===== src/rtl/display_pkg.sv =====
// Shared types and constants for the multiplexed 7-segment scan controller.
package display_pkg;

  typedef enum logic [1:0] {
    IDLE,
    BLANK,
    SHOW
  } state_t;

  localparam int DEF_CODE_W = 5;
  localparam int BLANK_CODE = 0;

endpackage


===== src/rtl/display_scan_timer.sv =====
// Loadable down-counter; o_done is high while the count sits at zero.
module display_scan_timer #(
  parameter int W = 4
) (
  input  logic         clk,
  input  logic         rst_n,
  input  logic         i_load,
  input  logic [W-1:0] i_val,
  output logic         o_done
);

  logic [W-1:0] r_cnt;

  always_ff @(posedge clk or negedge rst_n) begin
    if (!rst_n) begin
      r_cnt <= '0;
    end else if (i_load) begin
      r_cnt <= i_val;
    end else if (r_cnt != '0) begin
      r_cnt <= r_cnt - 1'b1;
    end
  end

  assign o_done = (r_cnt == '0);

endmodule


===== src/rtl/display_scan_ctrl.sv =====
// Scan controller: double-buffered digit codes, blank/show sequencing.
// Optional DISPLAY_LEADING_ZERO_BLANK_EN keeps leading zero digits dark.
module display_scan_ctrl
  import display_pkg::*;
#(
  parameter  int NUM_DIGITS   = 4,
  parameter  int CODE_W       = DEF_CODE_W,
  parameter  int SHOW_CYCLES  = 1000,
  parameter  int BLANK_CYCLES = 8,
  localparam int IW           = $clog2(NUM_DIGITS)
) (
  input  logic                  clk,
  input  logic                  rst_n,
  input  logic                  enable,
  input  logic                  wr_valid,
  output logic                  wr_ready,
  input  logic [IW-1:0]         wr_digit,
  input  logic [CODE_W-1:0]     wr_code,
  input  logic                  commit,
  output logic                  wr_err,
  output logic [CODE_W-1:0]     code_out,
  output logic [NUM_DIGITS-1:0] digit_en_n,
  output logic                  frame_start
);

  localparam int MAXC = (SHOW_CYCLES > BLANK_CYCLES) ?
                        SHOW_CYCLES : BLANK_CYCLES;
  localparam int CW   = $clog2(MAXC + 1);

  localparam logic [CW-1:0] SHOW_LEN  = CW'(SHOW_CYCLES - 1);
  localparam logic [CW-1:0] BLANK_LEN =
    CW'((BLANK_CYCLES > 0) ? BLANK_CYCLES - 1 : 0);
  localparam state_t        ENTRY     =
    (BLANK_CYCLES > 0) ? BLANK : SHOW;
  localparam logic [CW-1:0] ENTRY_LEN =
    (BLANK_CYCLES > 0) ? BLANK_LEN : SHOW_LEN;
  localparam logic [IW-1:0] LAST      = IW'(NUM_DIGITS - 1);

  state_t                r_state;
  state_t                w_state_nxt;
  logic [IW-1:0]         r_idx;
  logic [IW-1:0]         w_idx_nxt;
  logic [CODE_W-1:0]     r_shadow  [NUM_DIGITS];
  logic [CODE_W-1:0]     r_active  [NUM_DIGITS];
  logic [CODE_W-1:0]     w_act_nxt [NUM_DIGITS];
  logic                  r_pending;
  logic                  r_fs;
  logic                  r_err;
  logic [CODE_W-1:0]     r_code;
  logic [NUM_DIGITS-1:0] r_en_n;
  logic                  w_xfer;
  logic                  w_wrap;
  logic                  w_load;
  logic [CW-1:0]         w_load_val;
  logic                  w_done;
  logic                  w_accept;
  logic                  w_in_range;
  logic [NUM_DIGITS-1:0] w_lit;
  logic [NUM_DIGITS-1:0] w_en_nxt;
  logic [CODE_W-1:0]     w_code_nxt;

  display_scan_timer #(
    .W (CW)
  ) u_timer (
    .clk    (clk),
    .rst_n  (rst_n),
    .i_load (w_load),
    .i_val  (w_load_val),
    .o_done (w_done)
  );

  assign wr_ready    = ~r_pending;
  assign w_accept    = wr_valid & ~r_pending;
  assign w_in_range  = (int'(wr_digit) < NUM_DIGITS);
  assign w_xfer      = r_pending &
                       ((r_state == IDLE) | (enable & w_wrap));
  assign wr_err      = r_err;
  assign code_out    = r_code;
  assign digit_en_n  = r_en_n;
  assign frame_start = r_fs;

  always_comb begin
    w_state_nxt = r_state;
    w_idx_nxt   = r_idx;
    w_load      = 1'b0;
    w_load_val  = ENTRY_LEN;
    w_wrap      = 1'b0;
    if (!enable) begin
      w_state_nxt = IDLE;
      w_idx_nxt   = '0;
    end else begin
      unique case (r_state)
        IDLE: begin
          w_state_nxt = ENTRY;
          w_idx_nxt   = '0;
          w_load      = 1'b1;
        end
        BLANK: begin
          if (w_done) begin
            w_state_nxt = SHOW;
            w_load      = 1'b1;
            w_load_val  = SHOW_LEN;
          end
        end
        SHOW: begin
          if (w_done) begin
            w_wrap      = (r_idx == LAST);
            w_idx_nxt   = w_wrap ? '0 : r_idx + 1'b1;
            w_state_nxt = ENTRY;
            w_load      = 1'b1;
          end
        end
        default: begin
          w_state_nxt = IDLE;
          w_idx_nxt   = '0;
        end
      endcase
    end
  end

  // Outputs are computed from the buffer contents in force next cycle.
  always_comb begin
    for (int i = 0; i < NUM_DIGITS; i++) begin
      w_act_nxt[i] = w_xfer ? r_shadow[i] : r_active[i];
    end
  end

  always_comb begin
    w_lit = '1;
`ifdef DISPLAY_LEADING_ZERO_BLANK_EN
    begin
      logic v_any;
      v_any = 1'b0;
      for (int i = NUM_DIGITS - 1; i >= 0; i--) begin
        v_any    = v_any | (w_act_nxt[i] != '0);
        w_lit[i] = v_any | (i == 0);
      end
    end
`endif
  end

  always_comb begin
    w_code_nxt = CODE_W'(BLANK_CODE);
    w_en_nxt   = '1;
    if (w_state_nxt != IDLE) begin
      w_code_nxt = w_act_nxt[w_idx_nxt];
    end
    if (w_state_nxt == SHOW && w_lit[w_idx_nxt]) begin
      w_en_nxt[w_idx_nxt] = 1'b0;
    end
  end

  always_ff @(posedge clk or negedge rst_n) begin
    if (!rst_n) begin
      r_state   <= IDLE;
      r_idx     <= '0;
      r_pending <= 1'b0;
      r_fs      <= 1'b0;
      r_err     <= 1'b0;
      r_code    <= '0;
      r_en_n    <= '1;
      for (int i = 0; i < NUM_DIGITS; i++) begin
        r_shadow[i] <= '0;
        r_active[i] <= '0;
      end
    end else begin
      r_state <= w_state_nxt;
      r_idx   <= w_idx_nxt;
      r_code  <= w_code_nxt;
      r_en_n  <= w_en_nxt;
      r_fs    <= w_xfer;
      r_err   <= w_accept & ~w_in_range;
      if (w_xfer) begin
        r_pending <= 1'b0;
      end else if (commit) begin
        r_pending <= 1'b1;
      end
      for (int i = 0; i < NUM_DIGITS; i++) begin
        if (w_xfer) begin
          r_active[i] <= r_shadow[i];
        end
      end
      if (w_accept && w_in_range) begin
        r_shadow[wr_digit] <= wr_code;
      end
    end
  end

endmodule


===== config.mk =====
export PLATFORM = sky130hd
export DESIGN_NAME = display_scan_ctrl
export DESIGN_NICKNAME = d
export VERILOG_FILES = /design/src/rtl/display_pkg.sv /design/src/rtl/display_scan_timer.sv /design/src/rtl/display_scan_ctrl.sv
export SDC_FILE = /design/constraint.sdc
export NUM_CORES = 1
export LEC_CHECK = 0
export CORE_MARGIN = 2
export CORE_UTILIZATION = 52
export CTS_BUF_LIST = sky130_fd_sc_hd__clkbuf_16
export CTS_CLUSTER_SIZE = 20
export DETAILED_ROUTE_END_ITERATION = 10
export PLACE_DENSITY = 0.75
export SYNTH_ARGS = -nofsm -noshare
export SYNTH_HDL_FRONTEND = slang
export SYNTH_SLANG_ARGS = --single-unit

===== constraint.sdc =====
create_clock -name clk -period 2.05 [get_ports clk]
set_input_delay 0.41 -clock clk [delete_from_list [all_inputs] [get_ports clk]]
set_output_delay 0.41 -clock clk [all_outputs]
set_load 0.01 [all_outputs]

==> metrics.yaml, run 1 <==
cts_buffers: 9
die_area_um2: 6300
cts_sinks: 65
crit_path_end_kind: "flip-flop"
path_clk_slew_ns: 0.06
hpwl_um: 4800
fin_nets: 390
floorplan.initialDensity: 0.536
rows: 27
setup_ws_ns: -0.0716
synth_ff_type: "dfrtp_1"
drt_first_pass_iters: 7
synth.area.top_cells: "dfrtp_1 52%, nand2_1 9.4%, mux2_2 7.6%, dfstp_2 3.6%, ha_1 3.0%"
syn_area_per_cell_um2: 10.4
cts_hold_buf: 0
slowest_delay_ns: 0.56
grt_pass1_wl_um: 12800
drt_drc_violations_left: 0
finalPower_w: 0.00564
preCtsSetupSlack_ns: -0.248
hp-class: "input port to asynchronous set/reset pin"
clockBufferDepth: 2
period_needed_ns: 2.12
ir_drop_v: 0.000716
crit_chain: "or4_4 -> nor3_4 -> buf_4 -> a221oi_4 -> buf_4 -> nor2_4 -> nand4_1 -> nand3_1"
drtIter0Drc: 158
n_antenna_cell: 0
finalCritPeriodShare: 1.03
area_growth_syn_to_layout_pct: 44.4
violations: "setup timing"
io_buffer_count: 22
rrSetupSlack_ns: -0.07
ys_warn_count: 0
cellPowerDensity_nw_per_um2: 1320
die_y_um: 79.4
rr_worst_depth: 8
cp_data_required_time_ns: 2.31
antenna_left: 0
ys_async_sr_fraction: 1.00
fmax_mhz: 471
gp_congestion: 0.904
cpMostUsedCell: "buf_4"
p_leak_nw: 2.00
cp_top_family: "simple AND/OR/NAND/NOR gates"
drv_cap: 0
ys_types: 43
via_per_inst: 5.72
post-synth-top-area-cell: "dfrtp_1"
netlist.area_leader.share: 0.517
n_fill_cell: 325
syn_area_um2: 2950
ys_seq_area_frac: 0.552
grt_util_all_layers: 0.274
core_area_um2: 5510
cp_num_buf_inv: 2
synth_cells: 284
root_buffer: "clkbuf_16"
h-tree-depth: 3
io_pins: 24
status: "finished with violations"
wl_per_cell_um: 18.9
rr_startpoint: "u_timer.r_cnt[8]$_DFFE_PN0P_"
cp_max_fo: 7
report.final.hold_viol_count: 0
critPathLaunchType: "flip-flop"
worstPathArrival_ns: 2.38
drive_above_1_share: 0.340
synth_edf_count: 0
rsz0062_at_grt: "yes"
r2r_end: "code_out[1]$_DFF_PN0_"
finalInstanceArea_um2: 4270
overflow: 0
grt_max_degree: 66
worstSetupPathType: "flip-flop to flip-flop"
grt_pass1_vias: 2605
slowest_stage: "or4_4"
slew_violations: 0
setup_viol: 7
die_w_um: 79.4
synthesis.nets: 303
finClkSkew_ns: 0.00580
totalWireLength_um: 8450
post_dp_cell_area_um2: 3640
cts_tree: "yes"
via_count: 2564
clk_latency_ns: 0.33
ys_ff_latch: 65
grt_antenna_before_repair: 0
placed cells by master (no fill, tap or decap), types with 4 or more instances in the layout:
cell type / n
a21oi_1: 12
buf_4: 54
bufinv_16: 4
clkbuf_16: 9
clkdlybuf4s50_1: 21
dfrtp_1: 61
dfstp_2: 4
ha_1: 6
inv_1: 9
mux2_2: 20
nand2_1: 74
nand3_1: 12
nand4_1: 8
nor2_1: 7
o21ai_1: 9
xor2_1: 4
state kept, by name (all words and copies together) (netlist names):
name,cells
digit_en_n,4
r_idx,2
r_state,2
code_out,5
r_shadow,20
r_active,20
frame_start,1
u_timer.r_cnt,10
r_pending,1
worst max path at each step:
stage | start | end | slack (ns) | cells past startpoint
after floorplan | u_timer.r_cnt[0]$_DFFE_PN0P_ | code_out[3]$_DFF_PN0_ | 0.04 | 8
after global routing | u_timer.r_cnt[6]$_DFFE_PN0P_ | code_out[1]$_DFF_PN0_ | -0.14 | 10
after CTS | u_timer.r_cnt[8]$_DFFE_PN0P_ | digit_en_n[2]$_DFF_PN1_ | -0.05 | 7
after detailed placement | u_timer.r_cnt[5]$_DFFE_PN0P_ | code_out[1]$_DFF_PN0_ | -0.25 | 7
after global placement | u_timer.r_cnt[5]$_DFFE_PN0P_ | code_out[1]$_DFF_PN0_ | -0.19 | 7
final | u_timer.r_cnt[8]$_DFFE_PN0P_ | code_out[1]$_DFF_PN0_ | -0.07 | 8
per-layer routing:
layer	track usage	wire, µm	vias to the layer above
met3	0.0600	430	30
met2	0.450	4250	125
met1	0.345	3450	1246
met5	0	0	-
li1	-	-	1163
met4	0.134	313	0
timing repair:
action | CTS | global route
pin swaps | 11 | 6
setup buffers | 5 | 4
endpoints found under the hold margin | 0 | 0
resized for setup | 24 | 20
endpoints found under the setup margin | 11 | 26
Yosys cell counts, types with 2 or more instances:
cell,number
nand2_1,74
dfrtp_1,61
mux2_2,20
a21oi_1,13
nand3_1,13
o21ai_0,11
inv_1,10
nand4_1,8
nor2_1,8
ha_1,7
nor3_1,6
dfstp_2,4
nor4_1,4
xor2_1,4
a31oi_1,3
and2_1,3
clkbuf_1,3
xnor2_1,3
and4bb_2,2
buf_2,2
nand2b_1,2
nor2b_1,2
where the power goes:
| group | switching, W | leakage (nW) | internal (W) |
|---|---|---|---|
| logic | 0.000876 | 1.02 | 0.000854 |
| registers | 0.000272 | 0.803 | 0.00176 |
| clock network | 0.000570 | 0.182 | 0.00131 |
| total | 0.00172 | 2.00 | 0.00392 |
worst register-to-register path, delay by kind of cell, from the launching register on:
| kind | cells | cell delay (ns) |
|---|---|---|
| AND/OR/NAND/NOR | 5 | 1.18 |
| flip-flops | 1 | 0.43 |
| buffers and inverters | 2 | 0.33 |
| AO/OA/AOI/OAI | 1 | 0.10 |
area by class of cell:
cell class / count / area, µm² / area share
sequential: 65 / 1630 / 0.383
clock inverter: 7 / 141 / 0.0331
clock buffer: 9 / 225 / 0.0528
multi-input combinational: 203 / 1430 / 0.335
tap: 72 / 90.1 / 0.0211
inverter: 10 / 40.0 / 0.00939
timing repair buffer: 82 / 709 / 0.166
through the flow:
stage,hold WS (ns),util,instances,TNS [ns]
2_1_floorplan,0.114,-,284,0
3_3_place_gp,0.449,0.661,423,-0.893
3_5_place_dp,0.449,0.661,423,-1.34
4_1_cts,0.103,0.750,444,-0.205
5_1_grt,0.106,0.775,448,-1.10
6_report,0.0768,0.775,448,-0.300
kinds of logic after synthesis:
family	Yosys count	synth area share
muxes	20	0.0762
DFF	65	0.552
adders and majority gates	7	0.0296
buffers and inverters	16	0.0225
and+or+nand+nor	132	0.221
xor gates and xnor gates	7	0.0208
other	1	0.00127
AOI/OAI and AO/OA	36	0.0762
(Power assumes the default switching activity.)
==> run 2: changes to the inputs <==
- GPL_ROUTABILITY_DRIVEN: unset -> 1
- SKIP_CTS_REPAIR_TIMING: unset -> 1
==> run 2 against run 1 <==
The flow still finishes with violations (setup timing). Clock skew increased by 0.0013 ns. Setup slack got worse by 0.12 ns. Largest cell class unchanged. Global-route usage decreased by 1.6 points.
==> metrics.yaml, run 2 (synthesized netlist as in run 1, its figures left out) <==
status: "finished with violations"
violations: "setup timing"
finClkSkew_ns: 0.00708
gp_congestion: 0.904
critPathLaunchType: "flip-flop"
crit_start: "u_timer.r_cnt[0]$_DFFE_PN0P_"
fin_nets: 395
clockBufferDepth: 2
setup_ws_ns: -0.192
path_clk_slew_ns: 0.06
multi_input_area_um2: 1500
worstSetupPathType: "flip-flop to flip-flop"
drt_drc_violations_left: 0
stdcell_count: 453
cts_sinks: 65
floorplan.initialDensity: 0.536
die_w_um: 79.4
finalCritPeriodShare: 1.09
n_antenna_cell: 0
finalSetupTns_ns: -1.55
ir_drop_v: 0.000721
rsz0062_at_grt: "yes"
p_int_w: 0.00396
io_pins: 24
grt_util_all_layers: 0.258
core_area_um2: 5510
netSwitchingFraction: 0.312
p_leak_nw: 2.05
n_fill_cell: 308
grt_max_degree: 66
place_inst: 423
p_sw_w: 0.00180
report.final.hold_viol_count: 0
cts_buffers: 9
cp_data_required_time_ns: 2.31
drt_first_pass_iters: 5
wl_per_cell_um: 20.1
reg_top3: "r_active: 20 flops, r_shadow: 20 flops, u_timer.r_cnt: 10 flops"
p_seq_frac: 0.351
grt_antenna_before_repair: 0
combPwrFrac: 0.319
area_growth_syn_to_layout_pct: 48.0
drv_cap: 0
slew_violations: 0
worstPathArrival_ns: 2.51
holdWs_ns: 0.0794
cts_tree: "yes"
final_cell_mix: "74 x nand2_1, 61 x dfrtp_1, 56 x buf_4"
antenna_left: 0
overflow: 0
setup_viol: 17
final_common_cell: "nand2_1"
register_area_um2: 1630
fmax_mhz: 446
hp-class: "input port to asynchronous set/reset pin"
period_needed_ns: 2.24
grt_pass1_wl_um: 12100
grt_pass1_vias: 2480
rows: 27
h-tree-depth: 3
cellPowerDensity_nw_per_um2: 1320
cp_max_fo: 6
crit_path_end_kind: "flip-flop"
totalWireLength_um: 9100
clk_latency_ns: 0.33
die_y_um: 79.4
preCtsSetupSlack_ns: -0.248
via_per_inst: 5.98
die_area_um2: 6300
hpwl_um: 4800
power_frac_clock: 0.329
drive_above_1_share: 0.375
via_count: 2711
root_buffer: "clkbuf_16"
drtIter0Drc: 310
rr_startpoint: "u_timer.r_cnt[0]$_DFFE_PN0P_"
io_buffer_count: 22
-- run 2: cell count changes in the layout (fill, tap and decap cells not counted), moves of 2 or more --
cell / delta
buf_4: +2
nor2_2: +3
nor2_1: -2
o21ai_2: +6
o21ai_1: -5
-- run 2: path summary, 6_finish.rpt --
check	to	slack, ns	cells after the start
max reg2reg	code_out[1]$_DFF_PN0_	-0.19	9
min in group clk	r_active[12]$_DFF_PN0_	0.48	2
min reg2reg	r_active[12]$_DFF_PN0_	0.48	2
min	u_timer.r_cnt[5]$_DFFE_PN0P_	0.08	2
max in group asynchronous	digit_en_n[1]$_DFF_PN1_	1.65	2
max	code_out[1]$_DFF_PN0_	-0.19	9
-- run 2: area by class of cell --
class | instances | area share
Sequential cell | 65 | 0.373
Multi-Input combinational cell | 204 | 0.342
Timing Repair Buffer | 86 | 0.171
Clock buffer | 9 | 0.0515
Clock inverter | 7 | 0.0323
Tap cell | 72 | 0.0206
Inverter | 10 | 0.00916
-- run 2: per-stage QoR --
stage	utilization	power, W	instance area [µm²]
floorplan	-	0.00279	2950
global placement	0.661	0.00344	3640
detailed placement	0.661	0.00350	3640
CTS	0.727	0.00542	4010
global route	0.794	0.00600	4370
finish	0.794	0.00576	4370
-- run 2: critical path, stage by stage (launching register included) --
cell,delay [ns]
dfrtp_1,0.38
inv_1,0.09
ha_2,0.22
nor2b_4,0.20
buf_4,0.17
a31oi_2,0.18
o311ai_4,0.44
o21a_4,0.25
nand3_1,0.12
nand3_2,0.11
-- run 2: power by group through the flow --
stage               Clock, W  Combinational (W)  Sequential, W
floorplan                  0           0.000828        0.00197
global placement           0            0.00144        0.00200
detailed placement         0            0.00149        0.00201
CTS                  0.00190            0.00153        0.00200
global route         0.00195            0.00198        0.00206
finish               0.00190            0.00184        0.00202
-- run 2: metal layers --
metal | vias to the layer above | track usage | part of all wire
li1 | 1180 | - | -
met1 | 1347 | 0.335 | 0.41
met2 | 146 | 0.425 | 0.50
met3 | 38 | 0.0645 | 0.049
met4 | 0 | 0.0879 | 0.037
met5 | - | 0 | 0
==> run 3: changes to the inputs <==
- ABC_AREA: unset -> 1
==> run 3 against run 2 <==
The flow now finishes without violations. Global-route usage decreased by 2.9 points. Count of clock-buffer cells in the layout unchanged. Sequential power about the same. Non-clock buffer count decreased by 48. Critical path depth increased by 5. Clock power decreased by 14%. Sequential share of layout area increased by 5.0 points. Sequential cell count unchanged. Total power decreased by 12%. Largest cell class unchanged.
==> metrics.yaml, run 3 <==
status: "complete, no violations"
wl_per_cell_um: 14.6
critPathLaunchType: "flip-flop"
h-tree-depth: 3
root_buffer: "clkbuf_16"
yosys-top-cells-count: "116 x nand2_1, 61 x dfrtp_1, 38 x nand3_1"
n_fill_cell: 424
die_w_um: 80.3
period_needed_ns: 1.95
io_buffer_count: 22
setup_viol: 0
antenna_left: 0
place_inst: 449
ys_ff_latch: 65
ys_async_sr_fraction: 1.00
slew_violations: 0
via_per_inst: 5.29
drv_cap: 0
stdcell_count: 475
slew_headroom: 0.632
fin_nets: 417
rrSetupSlack_ns: 0.1
netlist.area_leader.share: 0.504
core_area_um2: 5570
via_count: 2513
path_clk_slew_ns: 0.06
hpwl_um: 4430
grt_antenna_before_repair: 0
gp_congestion: 0.829
final_cell_mix: "110 x nand2_1, 61 x dfrtp_1, 38 x nand3_1"
post-synth-top-area-cell: "dfrtp_1"
cp_top_family: "simple AND/OR/NAND/NOR gates"
ys_types: 27
grt_pass1_vias: 2423
rows: 27
synth_edf_count: 0
totalWireLength_um: 6940
p_leak_nw: 2.00
holdWs_ns: 0.0620
finalCritPeriodShare: 0.952
report.final.hold_viol_count: 0
cp_max_fo: 6
cellPowerDensity_nw_per_um2: 1320
finClkSkew_ns: 0.00666
crit_path_end_kind: "flip-flop"
synthesis.nets: 373
grt_pass1_wl_um: 11200
r2r_end: "code_out[1]$_DFF_PN0_"
cpMostUsedCell: "nand2_1"
slowest_delay_ns: 0.39
syn_area_um2: 3030
cp_num_buf_inv: 2
grt_util_all_layers: 0.229
syn_area_per_cell_um2: 8.55
crit_chain: "inv_1 -> ha_1 -> nand2_2 -> inv_2 -> nand2_1 -> nor2_4 -> nand3_2 -> nand2_2 -> nand3_4 -> nor2_4 -> nand2_1 -> nand2_1 -> nor2_2 -> nor2_1"
ys_warn_count: 0
rsz0062_at_grt: "yes"
clk_latency_ns: 0.33
synth_cells: 354
rr_worst_depth: 14
ir_drop_v: 0.000640
hp-class: "input port to asynchronous set/reset pin"
synth_ff_type: "dfrtp_1"
rr_startpoint: "u_timer.r_cnt[1]$_DFFE_PN0P_"
io_pins: 24
overflow: 0
grt_max_degree: 46
ys_seq_area_frac: 0.539
preCtsSetupSlack_ns: -0.0456
floorplan.initialDensity: 0.543
fmax_mhz: 512
clockBufferDepth: 2
cts_tree: "yes"
drtIter0Drc: 158
die_area_um2: 6450
area_growth_syn_to_layout_pct: 27.4
drt_drc_violations_left: 0
reg_top3: "r_active: 20 flops, r_shadow: 20 flops, u_timer.r_cnt: 10 flops"
drt_first_pass_iters: 5
slowest_stage: "dfrtp_1"
finalSetupTns_ns: 0
setup_ws_ns: 0.0976
drive_above_1_share: 0.169
finalPower_w: 0.00509
cts_sinks: 65
n_antenna_cell: 0
worstPathArrival_ns: 2.21
worstSetupPathType: "flip-flop to flip-flop"
cp_data_required_time_ns: 2.30
tightest_slew_ns: 0.551
synth.area.top_cells: "dfrtp_1 50%, nand2_1 14%, nand3_1 6.3%, inv_1 4.3%, o21ai_0 4.1%"
yosysMostFrequentCell: "nand2_1"
cts_buffers: 9
die_y_um: 80.3
final_common_cell: "nand2_1"
-- run 3: cell count changes in the layout (fill, tap and decap cells not counted), moves of 5 or more --
cell     before  now
nand3_1      11   38
nor2_4        1    6
o21ai_2       6    0
nand2_1      74  110
nand2_2       0    8
inv_1         9   33
nor2_1        5   23
o21ai_0       2   25
nand4_1       8    1
a21oi_1      12    3
mux2_2       20    0
buf_4        56   11
-- run 3: final cells by class --
class | instances | area [µm²] | area share
Clock inverter | 7 | 93.8 | 0.0243
Multi-Input combinational cell | 248 | 1280 | 0.332
Tap cell | 72 | 90.1 | 0.0234
Timing Repair Buffer | 38 | 399 | 0.104
Clock buffer | 9 | 225 | 0.0584
Inverter | 36 | 135 | 0.0350
Sequential cell | 65 | 1630 | 0.423
-- run 3: routing by layer --
layer,global-route usage,up-vias,part of all wire
met5,0,-,0
met4,0.0898,0,0.021
met3,0.0551,12,0.046
met2,0.370,73,0.50
met1,0.298,1207,0.43
li1,-,1221,-
-- run 3: worst max path at each step --
stage / from / endpoint / depth (start not counted)
after floorplan: u_timer.r_cnt[0]$_DFFE_PN0P_ / code_out[0]$_DFF_PN0_ / 14
after global placement: enable / code_out[1]$_DFF_PN0_ / 12
after detailed placement: enable / code_out[1]$_DFF_PN0_ / 12
after CTS: u_timer.r_cnt[0]$_DFFE_PN0P_ / code_out[1]$_DFF_PN0_ / 13
after global routing: u_timer.r_cnt[1]$_DFFE_PN0P_ / code_out[2]$_DFF_PN0_ / 13
final: u_timer.r_cnt[1]$_DFFE_PN0P_ / code_out[1]$_DFF_PN0_ / 14
-- run 3: kinds of logic (layout without fill, tap and decap cells) --
logic type / after synthesis / in the layout / synth area share
AO/OA/AOI/OAI: 33 / 33 / 0.0587
adder cells (fa/ha/maj): 7 / 7 / 0.0289
XOR/XNOR: 4 / 4 / 0.0116
AND/OR/NAND/NOR: 201 / 203 / 0.298
buffers and inverters: 43 / 90 / 0.0628
other: 1 / 1 / 0.00124
flip-flops: 65 / 65 / 0.539
-- run 3: power by group --
part | total, W | switching, W | internal, W
combinational | 0.00143 | 0.000856 | 0.000578
clock | 0.00163 | 0.000568 | 0.00106
sequential | 0.00203 | 0.000287 | 0.00174
-- run 3: per-stage QoR --
step,util,cell area [µm²]
floorplan,-,3030
global placement,0.601,3350
detailed placement,0.601,3350
CTS,0.658,3670
global route,0.692,3860
finish,0.692,3860
